$ cat src/rtl/uart_ext_pkg.sv
// Shared constants, FSM state encoding and helpers for the uart_ext block.
package uart_ext_pkg;

  localparam int PAR_NONE = 0;
  localparam int PAR_ODD  = 1;
  localparam int PAR_EVEN = 2;

  typedef enum logic [2:0] {
    ST_IDLE,
    ST_START,
    ST_DATA,
    ST_PARITY,
    ST_STOP
  } uart_st_e;

  // Oversample divider; never below one clock per tick.
  function automatic int uart_div(input int freq_hz, input int baud);
    int d;
    d = freq_hz / (baud * 16);
    return (d < 1) ? 1 : d;
  endfunction

  // Parity bit for a zero-extended character.
  function automatic logic par_bit(input logic [7:0] d, input int mode);
    return (mode == PAR_ODD) ? ~(^d) : (^d);
  endfunction

endpackage

$ cat src/rtl/uart_ext_if.sv
// Host-side and line-side signals of uart_ext; clock and reset stay outside.
interface uart_ext_if #(
  parameter int FIFO_DEPTH = 16
);
  localparam int LW = $clog2(FIFO_DEPTH) + 1;

  logic          uart_rxd;
  logic          uart_txd;
  logic [7:0]    tx_data;
  logic          tx_wr;
  logic          tx_busy;
  logic          tx_idle;
  logic [7:0]    rx_data;
  logic          rx_avail;
  logic          rx_ack;
  logic          rx_error;
  logic          rx_parity_err;
  logic          rx_overrun;
  logic          err_clr;
  logic [LW-1:0] tx_level;
  logic [LW-1:0] rx_level;

  modport slave (
    input  uart_rxd, tx_data, tx_wr, rx_ack, err_clr,
    output uart_txd, tx_busy, tx_idle, rx_data, rx_avail,
           rx_error, rx_parity_err, rx_overrun, tx_level, rx_level
  );

  modport master (
    output uart_rxd, tx_data, tx_wr, rx_ack, err_clr,
    input  uart_txd, tx_busy, tx_idle, rx_data, rx_avail,
           rx_error, rx_parity_err, rx_overrun, tx_level, rx_level
  );

endinterface

$ cat src/rtl/uart_ext_fifo.sv
// Synchronous FIFO; a pop frees a slot for a push in the same cycle even when full.
module uart_ext_fifo #(
  parameter int WIDTH = 8,
  parameter int DEPTH = 16
) (
  input  logic                     clk,
  input  logic                     rst_n,
  input  logic                     push_i,
  input  logic                     pop_i,
  input  logic [WIDTH-1:0]         wdata_i,
  output logic [WIDTH-1:0]         rdata_o,
  output logic                     full_o,
  output logic                     empty_o,
  output logic [$clog2(DEPTH):0]   level_o
);
  localparam int AW = $clog2(DEPTH);

  logic [WIDTH-1:0] mem_q [DEPTH];
  logic [AW-1:0]    wp_q, rp_q;
  logic [AW:0]      lvl_q;
  logic             do_push, do_pop;

  assign empty_o = (lvl_q == '0);
  assign full_o  = (lvl_q == (AW+1)'(DEPTH));
  assign do_pop  = pop_i && !empty_o;
  assign do_push = push_i && (!full_o || do_pop);
  assign rdata_o = mem_q[rp_q];
  assign level_o = lvl_q;

  always_ff @(posedge clk or negedge rst_n) begin
    if (!rst_n) begin
      for (int i = 0; i < DEPTH; i++) mem_q[i] <= '0;
      wp_q  <= '0;
      rp_q  <= '0;
      lvl_q <= '0;
    end else begin
      if (do_push) begin
        mem_q[wp_q] <= wdata_i;
        wp_q        <= wp_q + AW'(1);
      end
      if (do_pop) rp_q <= rp_q + AW'(1);
      if (do_push && !do_pop)      lvl_q <= lvl_q + (AW+1)'(1);
      else if (!do_push && do_pop) lvl_q <= lvl_q - (AW+1)'(1);
    end
  end

endmodule

$ cat src/rtl/uart_ext.sv
// UART with TX/RX FIFOs, 16x oversampling, configurable framing and sticky error flags.
module uart_ext
  import uart_ext_pkg::*;
#(
  parameter int FREQ_HZ    = 50000000,
  parameter int BAUD       = 115200,
  parameter int DATA_BITS  = 8,
  parameter int PARITY     = 0,
  parameter int STOP_BITS  = 1,
  parameter int FIFO_DEPTH = 16
) (
  input  logic      clk,
  input  logic      reset,
  uart_ext_if.slave bus
);
  localparam int DIV = uart_div(FREQ_HZ, BAUD);
  localparam int CW  = (DIV > 1) ? $clog2(DIV) : 1;
  localparam int IW  = 3;

  // ---------------- oversample tick ----------------
  logic [CW-1:0] div_q, div_d;
  logic          tick;

  always_comb begin
    tick  = (div_q == CW'(DIV - 1));
    div_d = tick ? '0 : div_q + CW'(1);
  end

  always_ff @(posedge clk or negedge reset) begin
    if (!reset) div_q <= '0;
    else        div_q <= div_d;
  end

  // ---------------- TX path ----------------
  logic                 tx_pop, tx_full, tx_empty;
  logic [DATA_BITS-1:0] tx_head;
  uart_st_e             tx_st_q;
  logic [3:0]           tx_tcnt_q;
  logic [IW-1:0]        tx_idx_q;
  logic [DATA_BITS-1:0] tx_sh_q;
  logic                 tx_par_q, tx_txd_q;
  logic                 tx_end, tx_stop_last;

  uart_ext_fifo #(.WIDTH(DATA_BITS), .DEPTH(FIFO_DEPTH)) u_txf (
    .clk     (clk),
    .rst_n   (reset),
    .push_i  (bus.tx_wr),
    .pop_i   (tx_pop),
    .wdata_i (bus.tx_data[DATA_BITS-1:0]),
    .rdata_o (tx_head),
    .full_o  (tx_full),
    .empty_o (tx_empty),
    .level_o (bus.tx_level)
  );

  assign tx_end       = (tx_tcnt_q == 4'hF);
  assign tx_stop_last = (tx_idx_q == IW'(STOP_BITS - 1));
  // Reloading straight out of the last stop bit keeps frames gap-free.
  assign tx_pop = tick && !tx_empty &&
                  ((tx_st_q == ST_IDLE) || (tx_st_q == ST_STOP && tx_end && tx_stop_last));

  always_ff @(posedge clk or negedge reset) begin
    if (!reset) begin
      tx_st_q   <= ST_IDLE;
      tx_tcnt_q <= '0;
      tx_idx_q  <= '0;
      tx_sh_q   <= '0;
      tx_par_q  <= 1'b0;
      tx_txd_q  <= 1'b1;
    end else if (tick) begin
      tx_tcnt_q <= (tx_st_q == ST_IDLE) ? 4'd0 : tx_tcnt_q + 4'd1;
      unique case (tx_st_q)
        ST_IDLE: if (!tx_empty) begin
          tx_st_q  <= ST_START;
          tx_txd_q <= 1'b0;
          tx_sh_q  <= tx_head;
          tx_par_q <= par_bit(8'(tx_head), PARITY);
        end
        ST_START: if (tx_end) begin
          tx_st_q  <= ST_DATA;
          tx_txd_q <= tx_sh_q[0];
          tx_sh_q  <= tx_sh_q >> 1;
          tx_idx_q <= '0;
        end
        ST_DATA: if (tx_end) begin
          if (tx_idx_q == IW'(DATA_BITS - 1)) begin
            tx_idx_q <= '0;
            if (PARITY != PAR_NONE) begin
              tx_st_q  <= ST_PARITY;
              tx_txd_q <= tx_par_q;
            end else begin
              tx_st_q  <= ST_STOP;
              tx_txd_q <= 1'b1;
            end
          end else begin
            tx_idx_q <= tx_idx_q + IW'(1);
            tx_txd_q <= tx_sh_q[0];
            tx_sh_q  <= tx_sh_q >> 1;
          end
        end
        ST_PARITY: if (tx_end) begin
          tx_st_q  <= ST_STOP;
          tx_txd_q <= 1'b1;
        end
        ST_STOP: if (tx_end) begin
          if (!tx_stop_last) begin
            tx_idx_q <= tx_idx_q + IW'(1);
          end else if (!tx_empty) begin
            tx_st_q  <= ST_START;
            tx_idx_q <= '0;
            tx_txd_q <= 1'b0;
            tx_sh_q  <= tx_head;
            tx_par_q <= par_bit(8'(tx_head), PARITY);
          end else begin
            tx_st_q  <= ST_IDLE;
            tx_idx_q <= '0;
          end
        end
        default: tx_st_q <= ST_IDLE;
      endcase
    end
  end

  assign bus.uart_txd = tx_txd_q;
  assign bus.tx_busy  = tx_full;
  assign bus.tx_idle  = tx_empty && (tx_st_q == ST_IDLE);

  // ---------------- RX path ----------------
  logic [1:0]           sync_q;
  logic                 rxs, rx_prev_q;
  uart_st_e             rx_st_q;
  logic [3:0]           rx_tcnt_q;
  logic [IW-1:0]        rx_idx_q;
  logic [DATA_BITS-1:0] rx_sh_q;
  logic                 rx_wait_q, rx_mid;
  logic                 rx_push, rx_full, rx_empty;
  logic                 ferr_set, perr_set, ovr_set;
  logic [DATA_BITS-1:0] rx_head;
  logic                 ferr_q, perr_q, ovr_q;

  assign rxs    = sync_q[1];
  assign rx_mid = tick && (rx_tcnt_q == 4'hF);

  always_ff @(posedge clk or negedge reset) begin
    if (!reset) begin
      sync_q    <= 2'b11;
      rx_prev_q <= 1'b1;
    end else begin
      sync_q    <= {sync_q[0], bus.uart_rxd};
      rx_prev_q <= rxs;
    end
  end

  always_ff @(posedge clk or negedge reset) begin
    if (!reset) begin
      rx_st_q   <= ST_IDLE;
      rx_tcnt_q <= '0;
      rx_idx_q  <= '0;
      rx_sh_q   <= '0;
      rx_wait_q <= 1'b0;
    end else begin
      unique case (rx_st_q)
        ST_IDLE: if (rx_prev_q && !rxs) begin
          rx_st_q   <= ST_START;
          rx_tcnt_q <= '0;
        end
        // Start bit is checked at its midpoint; a high line there was a glitch.
        ST_START: if (tick) begin
          rx_tcnt_q <= rx_tcnt_q + 4'd1;
          if (rx_tcnt_q == 4'd7) begin
            rx_tcnt_q <= '0;
            rx_idx_q  <= '0;
            rx_st_q   <= rxs ? ST_IDLE : ST_DATA;
          end
        end
        ST_DATA: if (tick) begin
          rx_tcnt_q <= rx_tcnt_q + 4'd1;
          if (rx_mid) begin
            rx_sh_q <= {rxs, rx_sh_q[DATA_BITS-1:1]};
            if (rx_idx_q == IW'(DATA_BITS - 1))
              rx_st_q <= (PARITY != PAR_NONE) ? ST_PARITY : ST_STOP;
            else
              rx_idx_q <= rx_idx_q + IW'(1);
          end
        end
        ST_PARITY: if (tick) begin
          rx_tcnt_q <= rx_tcnt_q + 4'd1;
          if (rx_mid) rx_st_q <= ST_STOP;
        end
        ST_STOP: begin
          if (rx_wait_q) begin
            if (rxs) begin
              rx_st_q   <= ST_IDLE;
              rx_wait_q <= 1'b0;
            end
          end else if (tick) begin
            rx_tcnt_q <= rx_tcnt_q + 4'd1;
            if (rx_mid) begin
              if (rxs) rx_st_q   <= ST_IDLE;
              else     rx_wait_q <= 1'b1;
            end
          end
        end
        default: rx_st_q <= ST_IDLE;
      endcase
    end
  end

  always_comb begin
    rx_push  = (rx_st_q == ST_STOP) && !rx_wait_q && rx_mid && rxs;
    ferr_set = (rx_st_q == ST_STOP) && !rx_wait_q && rx_mid && !rxs;
    perr_set = (rx_st_q == ST_PARITY) && rx_mid && (rxs != par_bit(8'(rx_sh_q), PARITY));
    ovr_set  = rx_push && rx_full && !bus.rx_ack;
  end

  uart_ext_fifo #(.WIDTH(DATA_BITS), .DEPTH(FIFO_DEPTH)) u_rxf (
    .clk     (clk),
    .rst_n   (reset),
    .push_i  (rx_push),
    .pop_i   (bus.rx_ack),
    .wdata_i (rx_sh_q),
    .rdata_o (rx_head),
    .full_o  (rx_full),
    .empty_o (rx_empty),
    .level_o (bus.rx_level)
  );

  // A set in the same cycle as err_clr wins.
  always_ff @(posedge clk or negedge reset) begin
    if (!reset) begin
      ferr_q <= 1'b0;
      perr_q <= 1'b0;
      ovr_q  <= 1'b0;
    end else begin
      ferr_q <= (ferr_q & ~bus.err_clr) | ferr_set;
      perr_q <= (perr_q & ~bus.err_clr) | perr_set;
      ovr_q  <= (ovr_q  & ~bus.err_clr) | ovr_set;
    end
  end

  assign bus.rx_data       = 8'(rx_head);
  assign bus.rx_avail      = !rx_empty;
  assign bus.rx_error      = ferr_q;
  assign bus.rx_parity_err = perr_q;
  assign bus.rx_overrun    = ovr_q;

endmodule

$ cat src/flat_wrapper.sv
// flat-port wrapper written by rule: the top's interface ports become plain ports
module uart_ext_flat import uart_ext_pkg::*;
#(
  parameter int FREQ_HZ    = 50000000,
  parameter int BAUD       = 115200,
  parameter int DATA_BITS  = 8,
  parameter int PARITY     = 0,
  parameter int STOP_BITS  = 1,
  parameter int FIFO_DEPTH = 16
)
  (clk, reset, bus_uart_rxd, bus_tx_data, bus_tx_wr, bus_rx_ack, bus_err_clr, bus_uart_txd, bus_tx_busy, bus_tx_idle, bus_rx_data, bus_rx_avail, bus_rx_error, bus_rx_parity_err, bus_rx_overrun, bus_tx_level, bus_rx_level);
  uart_ext_if #(.FIFO_DEPTH(FIFO_DEPTH)) bus_i ();
  input  logic clk;
  input  logic reset;
  input wire logic [$bits(bus_i.uart_rxd)-1:0] bus_uart_rxd;
  input wire logic [$bits(bus_i.tx_data)-1:0] bus_tx_data;
  input wire logic [$bits(bus_i.tx_wr)-1:0] bus_tx_wr;
  input wire logic [$bits(bus_i.rx_ack)-1:0] bus_rx_ack;
  input wire logic [$bits(bus_i.err_clr)-1:0] bus_err_clr;
  output wire logic [$bits(bus_i.uart_txd)-1:0] bus_uart_txd;
  output wire logic [$bits(bus_i.tx_busy)-1:0] bus_tx_busy;
  output wire logic [$bits(bus_i.tx_idle)-1:0] bus_tx_idle;
  output wire logic [$bits(bus_i.rx_data)-1:0] bus_rx_data;
  output wire logic [$bits(bus_i.rx_avail)-1:0] bus_rx_avail;
  output wire logic [$bits(bus_i.rx_error)-1:0] bus_rx_error;
  output wire logic [$bits(bus_i.rx_parity_err)-1:0] bus_rx_parity_err;
  output wire logic [$bits(bus_i.rx_overrun)-1:0] bus_rx_overrun;
  output wire logic [$bits(bus_i.tx_level)-1:0] bus_tx_level;
  output wire logic [$bits(bus_i.rx_level)-1:0] bus_rx_level;
  assign bus_i.uart_rxd = bus_uart_rxd;
  assign bus_i.tx_data = bus_tx_data;
  assign bus_i.tx_wr = bus_tx_wr;
  assign bus_i.rx_ack = bus_rx_ack;
  assign bus_i.err_clr = bus_err_clr;
  assign bus_uart_txd = bus_i.uart_txd;
  assign bus_tx_busy = bus_i.tx_busy;
  assign bus_tx_idle = bus_i.tx_idle;
  assign bus_rx_data = bus_i.rx_data;
  assign bus_rx_avail = bus_i.rx_avail;
  assign bus_rx_error = bus_i.rx_error;
  assign bus_rx_parity_err = bus_i.rx_parity_err;
  assign bus_rx_overrun = bus_i.rx_overrun;
  assign bus_tx_level = bus_i.tx_level;
  assign bus_rx_level = bus_i.rx_level;
  uart_ext #(.FREQ_HZ(FREQ_HZ), .BAUD(BAUD), .DATA_BITS(DATA_BITS), .PARITY(PARITY), .STOP_BITS(STOP_BITS), .FIFO_DEPTH(FIFO_DEPTH)) u_core (.clk(clk), .reset(reset), .bus(bus_i));
endmodule
$ cat config.mk
export PLATFORM = sky130hd
export DESIGN_NAME = uart_ext_flat
export DESIGN_NICKNAME = d
export VERILOG_FILES = /design/src/rtl/uart_ext_pkg.sv /design/src/rtl/uart_ext_if.sv /design/src/rtl/uart_ext_fifo.sv /design/src/rtl/uart_ext.sv /design/src/flat_wrapper.sv
export SDC_FILE = /design/constraint.sdc
export NUM_CORES = 1
export LEC_CHECK = 0
export CAP_MARGIN = 25
export CORE_UTILIZATION = 60
export CTS_CLUSTER_DIAMETER = 50
export DETAILED_ROUTE_END_ITERATION = 6
export GPL_ROUTABILITY_DRIVEN = 0
export PLACE_DENSITY = 0.78
export SYNTH_ARGS = -nofsm -noshare
export SYNTH_HDL_FRONTEND = slang
export SYNTH_HIERARCHICAL = 1
export SYNTH_SLANG_ARGS = --single-unit
$ cat constraint.sdc
create_clock -name clk -period 6.5 [get_ports clk]
set_clock_uncertainty 0.15 [all_clocks]
set_input_delay 1.3 -clock clk [delete_from_list [all_inputs] [get_ports clk]]
set_output_delay 1.3 -clock clk [all_outputs]
set_load 0.02 [all_outputs]
==> impl_metrics.json <==
{
  "slew_violations": 0,
  "combPwrFrac": 0.232,
  "clkTransAtPathRegs_ns": 0.06,
  "cp-end-kind": "primary output",
  "cts_made_buffers": 37,
  "max_freq_ghz": 0.216,
  "coreArea_um2": 27000,
  "cts_resized": 0,
  "switching_power_w": 0.00168,
  "die_area_um2": 28200,
  "syn_to_final_growth_pct": 11.3,
  "power_frac_clock": 0.326,
  "final_nets": 1194,
  "relSlewSlack": 0.337,
  "dr.first_iter.drc_count": 659,
  "setup_viol": 0,
  "yosysUniqueCellTypes": 64,
  "ff2ff_path_depth": 12,
  "critPathKind": "reg -> out",
  "cts_setup_buffers": 0,
  "status": "completed",
  "grt_overflow": 0,
  "synth_seq_area_share": 0.501,
  "wire_per_inst_um": 21.8,
  "path_buf_inv": 2,
  "ir_drop_mv": 0.220,
  "crit_fanout": 18,
  "synth_commonest_cells": "327 x dfrtp_1, 157 x mux2_2, 128 x mux2_4, 64 x mux4_2, 59 x nand2_1",
  "pre_cts_ws_ns": 1.94,
  "maxCapViolCount": 0,
  "cts_buffer_depth": 3,
  "p_leak_nw": 8.11,
  "drive_gt1_frac": 0.409,
  "synth_nets": 1165,
  "crit_slowest_cell": "dfrtp_1",
  "drt-pass1-iter-count": 5,
  "yosysTopAreaCell": "dfrtp_1",
  "worstMarginPinSlew_ns": 0.995,
  "path_depth": 5,
  "yosysMostFrequentCell": "dfrtp_1",
  "grt_max_degree": 167,
  "grt_usage": 0.247,
  "critPathTopFamily": "buffers and inverters",
  "grt_pass1_vias": 9839,
  "cts.htree.levels": 2,
  "final_cell_area_um2": 18400,
  "cts_root_buf": "clkbuf_16",
  "row_count": 60,
  "ys_seq_elements": 331,
  "hold_path.class": "reg -> reg",
  "synth_xor_area_frac": 0.0169,
  "rsz0062_at_grt": "false",
  "p_per_area_nw_per_um2": 343,
  "die_h_um": 168,
  "synthMuxAreaShare": 0.313,
  "syn-mean-instance-area_um2": 14.7,
  "swShare": 0.266,
  "cp_slowest_stage_delay_ns": 0.92,
  "synth_top_area_share": 0.495,
  "intPower_w": 0.00463,
  "ant_nets": 0,
  "start_util": 0.612,
  "synth_area_leaders": "dfrtp_1 49%, mux2_4 12%, mux2_2 11%, mux4_2 8.7%, ha_1 2.0%",
  "critPathRequiredTime_ns": 5.05,
  "postSynthCellCount": 1122,
  "drt-total-wl_um": 33200,
  "post-route-period-util": 0.711,
  "yosysWarnings": 6,
  "vias": 9426,
  "async_flop_share": 1.00,
  "port_buffers": 38,
  "via_per_inst": 6.20,
  "synth_compound_area_frac": 0.0463,
  "place_area_um2": 17200,
  "syn-cell-area_um2": 16500,
  "cp_cell_sequence": "buf_4 > mux4_2 > a22oi_1 > nand2_1 > clkdlybuf4s50_1",
  "arrival_ns": 3.17,
  "holdBufCountCts": 0,
  "n_antenna_cell": 0,
  "yosys.area_share.simple": 0.0761,
  "fin_ws_ns": 1.88,
  "grt_pass1_wl_um": 54500,
  "ioPinCount": 39,
  "clock-sinks": 331,
  "synth_edf_count": 0,
  "seq_power_share": 0.442,
  "synth_top_family_by_area": "multiplexers",
  "clock_latency_ns": 0.53,
  "drc_errors": 0,
  "hpwl_um": 20500,
  "start_kind": "flop",
  "antenna_found_initial": 1,
  "die_x_um": 168,
  "synth_fa_ha_area_frac": 0.0228,
  "hold_viol": 0,
  "synthFlopType": "dfrtp_1",
  "post-route-min-period_ns": 4.62,
  "cts_tree": "built",
  "hold_depth": 0,
  "tns_ns": 0
}
## worst register-to-register path, stage by stage (launching register included)
cell and delay, ns:
dfrtp_1 0.43, or4_4 0.62, nor2_1 0.25, and4b_1 0.33, nor3_4 0.59, buf_8 0.24
nor2b_2 0.08, ha_1 0.24, inv_1 0.20, ha_1 0.31, a21o_1 0.22, a2111oi_0 0.41
o31ai_1 0.14
## state kept, by name, summed over array words and instances (netlist names), 4 cells and up
signal                cells
u_core/u_txf/rp_q         4
u_core/tx_tcnt_q          4
u_core/rx_sh_q            8
u_core/u_txf/mem_q      128
u_core/u_rxf/mem_q      128
u_core/u_rxf/wp_q         4
u_core/rx_tcnt_q          4
u_core/u_txf/wp_q         4
u_core/u_rxf/rp_q         4
u_core/tx_sh_q            8
u_core/div_q              5
u_core/u_rxf/level_o      5
u_core/u_txf/level_o      5
## through the flow
stage	power [W]	util	hold slack [ns]	cells
after global placement	0.00420	0.635	0.200	1451
after global routing	0.00661	0.681	0.212	1521
after floorplan	0.00394	-	0.195	1122
after detailed placement	0.00427	0.635	0.200	1451
after CTS	0.00635	0.680	0.212	1519
final	0.00631	0.681	0.210	1521
## path summary, 6_finish.rpt
check / start / end / slack (ns)
worst min register to register: u_core/sync_q[0] / u_core/sync_q[1] / 0.21
worst min-delay path: u_core/sync_q[0] / u_core/sync_q[1] / 0.21
worst max-delay path: u_core/u_rxf/rp_q[1] / bus_rx_data[1] / 1.88
worst max register to register: u_core/u_txf/level_o[1] / u_core/u_txf/level_o[4] / 2.16
min in group asynchronous: reset / u_core/u_txf/level_o[4] / 0.67
max in group asynchronous: reset / u_core/u_rxf/rp_q[0] / 4.08
## power by group through the flow
stage | logic (W) | clock network, W | registers (W)
after floorplan | 0.00122 | 0 | 0.00272
after global placement | 0.00141 | 0 | 0.00279
after detailed placement | 0.00146 | 0 | 0.00281
after CTS | 0.00147 | 0.00210 | 0.00279
after global routing | 0.00157 | 0.00219 | 0.00285
final | 0.00146 | 0.00206 | 0.00279
## cells by family after synthesis
| family | count (synthesis) |
|---|---|
| multiplexers | 354 |
| adder cells (fa/ha/maj) | 29 |
| AO/OA/AOI/OAI | 106 |
| AND/OR/NAND/NOR | 186 |
| XOR/XNOR | 32 |
| flip-flops | 331 |
| buffers and inverters | 84 |
## layer usage
| metal | wire [um] | track usage | part of all wire | up-vias |
|---|---|---|---|---|
| li1 | - | - | - | 4201 |
| met1 | 15700 | 0.372 | 0.47 | 4972 |
| met2 | 15400 | 0.379 | 0.46 | 203 |
| met3 | 1560 | 0.0397 | 0.047 | 48 |
| met4 | 568 | 0.0644 | 0.017 | 2 |
| met5 | 13 | 0 | 0.00039 | - |
## cell type report
type                    instances  area, um2
well taps                     341        427
clock buffers                  52       1050
clock inverters                16        168
repair buffers                 53        531
inverters                      21       78.8
multi-input cells             707       7860
fillers                      1841       8620
flip-flops and latches        331       8290
## layout by cell type (no fill, tap or decap), types with 4 or more instances in the layout
master / count
o21ai_0: 28
nand2b_1: 10
mux2_4: 128
clkbuf_16: 37
dfrtp_1: 325
nand3_1: 5
a21oi_1: 9
mux2_2: 157
dfstp_2: 4
nor4_2: 6
o31ai_1: 4
nor3_1: 11
xnor2_1: 24
mux2i_1: 5
clkbuf_8: 7
nor2_1: 23
ha_1: 27
nor2_2: 8
xor2_1: 8
clkdlybuf4s50_1: 37
buf_4: 12
mux4_2: 64
nand4_1: 5
nor2b_1: 5
clkinv_2: 7
nor3_2: 6
a21o_1: 5
nand2_1: 59
or3_1: 5
inv_1: 21
nand3b_1: 4
nor3_4: 18
clkbuf_1: 8
and2_1: 4
a22oi_1: 33
No activity file was read; power rests on OpenSTA's default activity.
